$ cat config.mk
export PLATFORM = sky130hd
export DESIGN_NAME = cache
export DESIGN_NICKNAME = d
export VERILOG_FILES = /design/src/rtl/cache_pkg.sv /design/src/rtl/cache_lru.sv /design/src/rtl/cache.sv
export SDC_FILE = /design/constraint.sdc
export NUM_CORES = 2
export LEC_CHECK = 0
export ABC_AREA = 1
export BUFFER_PORTS_ARGS = -buffer_cell sky130_fd_sc_hd__buf_2
export CORE_MARGIN = 2
export CORE_UTILIZATION = 55
export DETAILED_ROUTE_END_ITERATION = 10
export GPL_ROUTABILITY_DRIVEN = 0
export PLACE_DENSITY = 0.7
export SYNTH_ARGS = -nofsm -noshare
export SYNTH_HDL_FRONTEND = slang
export SYNTH_SLANG_ARGS = --single-unit
$ cat constraint.sdc
create_clock -name clk -period 17.1 [get_ports clk]
set_input_delay 0 -clock clk [delete_from_list [all_inputs] [get_ports clk]]
set_output_delay 0 -clock clk [all_outputs]
set_load 0.05 [all_outputs]
$ cat src/rtl/cache_pkg.sv
// rtl/cache_pkg.sv - shared widths, index/age types and op encodings for the data cache
package cache_pkg;

    localparam int ADDRESS_WIDTH  = 32;
    localparam int WORD_WIDTH     = 32;
    localparam int WORDS_PER_LINE = 4;
    localparam int NUM_LINES      = 4;

    localparam int BYTE_SEL_WIDTH = 2;
    localparam int WORD_SEL_WIDTH = $clog2(WORDS_PER_LINE);
    localparam int OFFSET_WIDTH   = BYTE_SEL_WIDTH + WORD_SEL_WIDTH;
    localparam int TAG_WIDTH      = ADDRESS_WIDTH - OFFSET_WIDTH;
    localparam int LINE_IDX_WIDTH = $clog2(NUM_LINES);
    localparam int AGE_WIDTH      = LINE_IDX_WIDTH;

    typedef enum logic {
        OP_WRITE = 1'b0,
        OP_READ  = 1'b1
    } op_e;

    typedef logic [TAG_WIDTH-1:0]      tag_t;
    typedef logic [WORD_WIDTH-1:0]     word_t;
    typedef logic [LINE_IDX_WIDTH-1:0] line_idx_t;
    typedef logic [WORD_SEL_WIDTH-1:0] word_sel_t;
    typedef logic [BYTE_SEL_WIDTH-1:0] byte_sel_t;
    typedef logic [AGE_WIDTH-1:0]      age_t;

    localparam age_t AGE_OLDEST = age_t'(NUM_LINES - 1);

endpackage

$ cat src/rtl/cache_lru.sv
// rtl/cache_lru.sv - per-line age tracking, victim selection and MRU update
module cache_lru
    import cache_pkg::*;
(
    input  logic                 clk,
    input  logic                 reset,
    input  logic                 touch,
    input  line_idx_t            touch_line,
    input  logic [NUM_LINES-1:0] valid,
    output line_idx_t            victim
);

    age_t age [NUM_LINES];
    logic found_invalid;

    // Invalid lines are preferred (lowest index first); otherwise the oldest line.
    always_comb begin
        victim        = '0;
        found_invalid = 1'b0;
        for (int i = 0; i < NUM_LINES; i++) begin
            if (!valid[i] && !found_invalid) begin
                victim        = line_idx_t'(i);
                found_invalid = 1'b1;
            end
        end
        if (!found_invalid) begin
            for (int i = 0; i < NUM_LINES; i++) begin
                if (age[i] == AGE_OLDEST) begin
                    victim = line_idx_t'(i);
                end
            end
        end
    end

    always_ff @(posedge clk or posedge reset) begin
        if (reset) begin
            for (int i = 0; i < NUM_LINES; i++) begin
                age[i] <= age_t'(i);
            end
        end else if (touch) begin
            for (int i = 0; i < NUM_LINES; i++) begin
                if (line_idx_t'(i) == touch_line) begin
                    age[i] <= '0;
                end else if (age[i] < age[touch_line]) begin
                    age[i] <= age[i] + age_t'(1);
                end
            end
        end
    end

endmodule

$ cat src/rtl/cache.sv
// rtl/cache.sv - 4-line fully associative write-allocate data cache, word/byte access
module cache
    import cache_pkg::*;
(
    input  logic                     clk,
    input  logic                     reset,
    input  logic                     access,
    input  logic [ADDRESS_WIDTH-1:0] address,
    input  logic                     byteOP,
    input  logic [WORD_WIDTH-1:0]    data_in,
    input  logic                     op,
    output logic [WORD_WIDTH-1:0]    data_out,
    output logic                     hit,
    output logic                     miss
);

    tag_t                 tags  [NUM_LINES];
    word_t                data  [NUM_LINES][WORDS_PER_LINE];
    logic [NUM_LINES-1:0] valid;

    tag_t      addr_tag;
    word_sel_t word_sel;
    byte_sel_t byte_sel;
    logic      is_read;

    assign addr_tag = address[ADDRESS_WIDTH-1:OFFSET_WIDTH];
    assign word_sel = address[OFFSET_WIDTH-1:BYTE_SEL_WIDTH];
    assign byte_sel = address[BYTE_SEL_WIDTH-1:0];
    assign is_read  = (op_e'(op) == OP_READ);

    logic      any_hit;
    line_idx_t hit_idx;
    line_idx_t victim;
    line_idx_t target_line;
    word_t     stored_word;
    word_t     base_word;
    word_t     merged_word;
    word_t     read_word;

    always_comb begin
        any_hit = 1'b0;
        hit_idx = '0;
        for (int i = 0; i < NUM_LINES; i++) begin
            if (valid[i] && tags[i] == addr_tag) begin
                any_hit = 1'b1;
                hit_idx = line_idx_t'(i);
            end
        end
    end

    // A write miss merges into a freshly zeroed victim line, so the base word is 0.
    always_comb begin
        target_line = any_hit ? hit_idx : victim;
        stored_word = data[hit_idx][word_sel];
        base_word   = any_hit ? stored_word : '0;
        merged_word = base_word;
        if (byteOP) begin
            merged_word[{byte_sel, 3'b000} +: 8] = data_in[7:0];
        end else begin
            merged_word = data_in;
        end
        read_word = stored_word;
        if (byteOP) begin
            read_word = {{(WORD_WIDTH-8){1'b0}}, stored_word[{byte_sel, 3'b000} +: 8]};
        end
    end

    cache_lru u_lru (
        .clk        (clk),
        .reset      (reset),
        .touch      (access && (any_hit || !is_read)),
        .touch_line (target_line),
        .valid      (valid),
        .victim     (victim)
    );

    always_ff @(posedge clk or posedge reset) begin
        if (reset) begin
            valid    <= '0;
            data_out <= '0;
            hit      <= 1'b0;
            miss     <= 1'b0;
            for (int i = 0; i < NUM_LINES; i++) begin
                tags[i] <= '0;
                for (int w = 0; w < WORDS_PER_LINE; w++) begin
                    data[i][w] <= '0;
                end
            end
        end else if (!access) begin
            hit  <= 1'b0;
            miss <= 1'b0;
        end else begin
            hit  <= any_hit;
            miss <= !any_hit;
            if (is_read) begin
                data_out <= any_hit ? read_word : '0;
            end else begin
                if (!any_hit) begin
                    tags[victim]  <= addr_tag;
                    valid[victim] <= 1'b1;
                    for (int w = 0; w < WORDS_PER_LINE; w++) begin
                        data[victim][w] <= '0;
                    end
                end
                data[target_line][word_sel] <= merged_word;
            end
        end
    end

endmodule

==> results.yml <==
outcome:
  status: "finished clean"
routing:
  routed_wl_um: 148000
  drtIter0Drc: 5558
  wire_per_inst_um: 20.9
  postRouteAntennaNets: 0
  dr.pass1.iters: 7
  drt-vias-per-instance: 5.82
  drc: 0
  num_vias: 41100
sta:
  setup_viol: 0
  rsz0062_at_grt: "no"
  fin_worst_skew_ns: 0.0201
  setup_ws_ns: 11.30
  tns_ns: 0
  tightestPinTransition_ns: 1.28
  fin_crit_ns: 5.80
  hold_violations: 0
  relSlewSlack_pct: 14.8
  hold_ws_ns: 0.0287
  slew_viol_final: 0
  fin_crit_sh_pct: 33.9
  max_freq_mhz: 173
min_path:
  holdCritStartpoint: "data_in[2]"
  hold_path_class: "in -> reg"
  hold_path_end: "data[410]"
  whs_path_depth: 7
setup_path:
  cpMostUsedCell: "nand2_1"
  arrival_ns: 6.35
  worstPathRequired_ns: 17.66
  critical_path.cell_chain: "nand2_1 -> nand2_1 -> nor2_1 -> nand2_1 -> nor2_1 -> nand2_1 -> nor2_8 -> inv_4 -> nand2_4 -> buf_4 -> buf_4 -> a21oi_1 -> o21ai_0 -> nand2_1 -> nand2_1 -> nand3_1 -> nor2_1 -> nand2_1 -> nand2_2 -> nand2_1 -> a21oi_1"
  cp_slowest_stage_delay_ns: 0.72
  r2r_setup_slack_ns: 11.30
  critPathBufInv: 3
  rr_worst_depth: 21
  critPathTopFamily: "simple AND/OR/NAND/NOR gates"
  rr_startpoint: "tags[50]"
  crit-reg2reg-capture: "data[357]"
  critPathMaxFanout: 66
  crit_path_end_kind: "register"
  critPathKind: "reg -> reg"
  slowest_stage: "buf_4"
  worst_setup_path_start_kind: "register"
cells_and_area:
  final_common_cell: "nand2_1"
  final_cell_mix: "nand2_1, dfrtp_1, o21ai_0, inv_1, nand3_1"
  fin_area_mm2: 0.0433
  layout-drive-gt1-share_pct: 7.16
  fillers: 6794
  nets: 6135
  area_growth_pct: 9.31
global_routing:
  grt_antenna_before_repair: 1
  track_usage_pct: 39.6
  gr-total-overflow: 0
  grt_max_degree: 109
  grt_pass1_vias: 37700
  grt_first_pass_wirelength_um: 227000
synth:
  avgSynthCellArea_um2: 6.46
  synthesis.area_mm2: 0.0396
  seq_area_frac_synth_pct: 42.3
  synth_xor_area_share_pct: 0.287
  synth-edff-count: 0
  synth_top_cell_area_share_pct: 42.1
  synth_simple_gate_area_share_pct: 37.9
  ys_seq_elements: 670
  synth_top_family_by_area: "simple AND/OR/NAND/NOR gates"
  yosys_warnings: 0
  synth_compound_area_share_pct: 11.1
  synth_cell_types: 40
  synth_fp_nets: 6211
  synth_fa_ha_area_share_pct: 0.284
  synth-async-reset-ratio_pct: 100
  synth.mux.area_fraction_pct: 0
  synth.largest_area_cell: "dfrtp_1"
  netlist_instances: 6133
  synth_flop_cell: "dfrtp_1"
  synth_area_leaders: "dfrtp_1, nand2_1, o21ai_0"
place:
  portBuffers: 102
  post-place-ws_ns: 11.76
  place_area_mm2: 0.0403
  dp_hpwl_um: 92300
clock_tree:
  htree_levels: 3
  clk_latency_ns: 0.64
  root_buffer: "clkbuf_16"
  cts_tree: "done"
  post-cts-setup-buffers: 0
  cts.sinks: 670
  numCtsBuffers: 78
  cts_buffer_depth: 3
  path_clk_slew_ns: 0.06
pwr:
  p_leak_nw: 23.3
  power_per_cell_area_mw_per_mm2: 125
  peakVddDrop_mv: 0.124
floorplanning:
  die_w_um: 272
  core_mm2: 0.0714
  io-pin-count: 103
  start_util_pct: 55.5
  die_height_um: 272
  rows: 98
  die-area_mm2: 0.0742
flow_run:
  cap_violations: 0
==> kinds of logic (layout without fill, tap and decap cells) <==
logic type | after synthesis | in the layout
adders and majority gates | 9 | 9
AOI/OAI and AO/OA | 872 | 872
DFF | 670 | 670
other | 0 | 1
buffers and inverters | 786 | 760
xor gates and xnor gates | 13 | 13
and+or+nand+nor | 3783 | 3783
==> worst max-delay path by stage <==
| stage | start | endpoint | slack [ns] | cells past startpoint |
|---|---|---|---|---|
| 2_1_floorplan | reset | data[0] | 7.94 | 1 |
| 5_1_grt | tags[38] | data[325] | 11.24 | 21 |
| 3_3_place_gp | tags[41] | data[154] | 11.85 | 22 |
| 6_report | tags[50] | data[357] | 11.30 | 21 |
| 3_5_place_dp | tags[50] | data[154] | 11.76 | 21 |
| 4_1_cts | tags[50] | data[154] | 11.71 | 21 |
==> registers in the layout (all words and copies together) (netlist names) <==
name       cells
data         512
valid          4
tags         112
u_lru.age      8
miss           1
data_out      32
hit            1
==> routing by layer <==
layer | global-route usage [%] | up-vias | routed length, um
met1 | 53.4 | 19100 | 57500
met5 | 0.321 | - | 42
met4 | 23.4 | 4 | 9670
met3 | 9.62 | 534 | 17900
met2 | 57.9 | 2494 | 62700
li1 | - | 18900 | -
==> layout make-up <==
class	count	area (um2)	area share (%)
diodes	1	2.50	0.00578
clock buffers	116	2320	5.35
well taps	950	1190	2.75
repair buffers	215	1510	3.50
inverters	415	1570	3.62
multi-input cells	4677	19800	45.6
flip-flops and latches	670	16800	38.7
clock inverters	14	171	0.396
==> worst reg2reg max path, delay by kind of cell (launching register included) <==
family | cells | cell delay (ns)
and+or+nand+nor | 15 | 3.24
buffers and inverters | 3 | 1.73
DFF | 1 | 0.39
AOI/OAI and AO/OA | 3 | 0.36
==> through the flow <==
stage	cells	util (%)	total power, W
CTS	7057	60.7	0.00538
global placement	6875	56.5	0.00367
floorplan	6133	-	0.00318
global route	7057	60.7	0.00570
finish	7058	60.7	0.00543
detailed placement	6875	56.5	0.00371
==> where the power goes <==
group          internal [W]  switching (W)  leakage [nW]
clock              0.000977       0.000697          1.23
sequential          0.00187       0.000217          8.93
combinational      0.000452        0.00122          13.1
total               0.00330        0.00213          23.3
==> synth_stat cells (4+ instances only) <==
library cell and instances:
dfrtp_1 666, nor3_1 5, dfstp_2 4, inv_1 364, xnor2_1 12, nand3_1 349
ha_1 9, inv_2 45, clkbuf_1 238, buf_2 83, buf_6 8, o21ai_0 466
nor2_2 13, or2_2 25, a31oi_1 12, nand4_1 6, o21ai_1 110, buf_1 19
nand3b_1 5, nand2_1 3040, nand2_2 37, nor2_1 289, buf_4 22, clkinv_1 5
a21oi_1 276
==> timing repair <==
action,4_1_cts,5_1_grt
hold buffers,52,0
resized for setup,0,0
hold endpoints to repair,173,0
(Power assumes the default switching activity.)
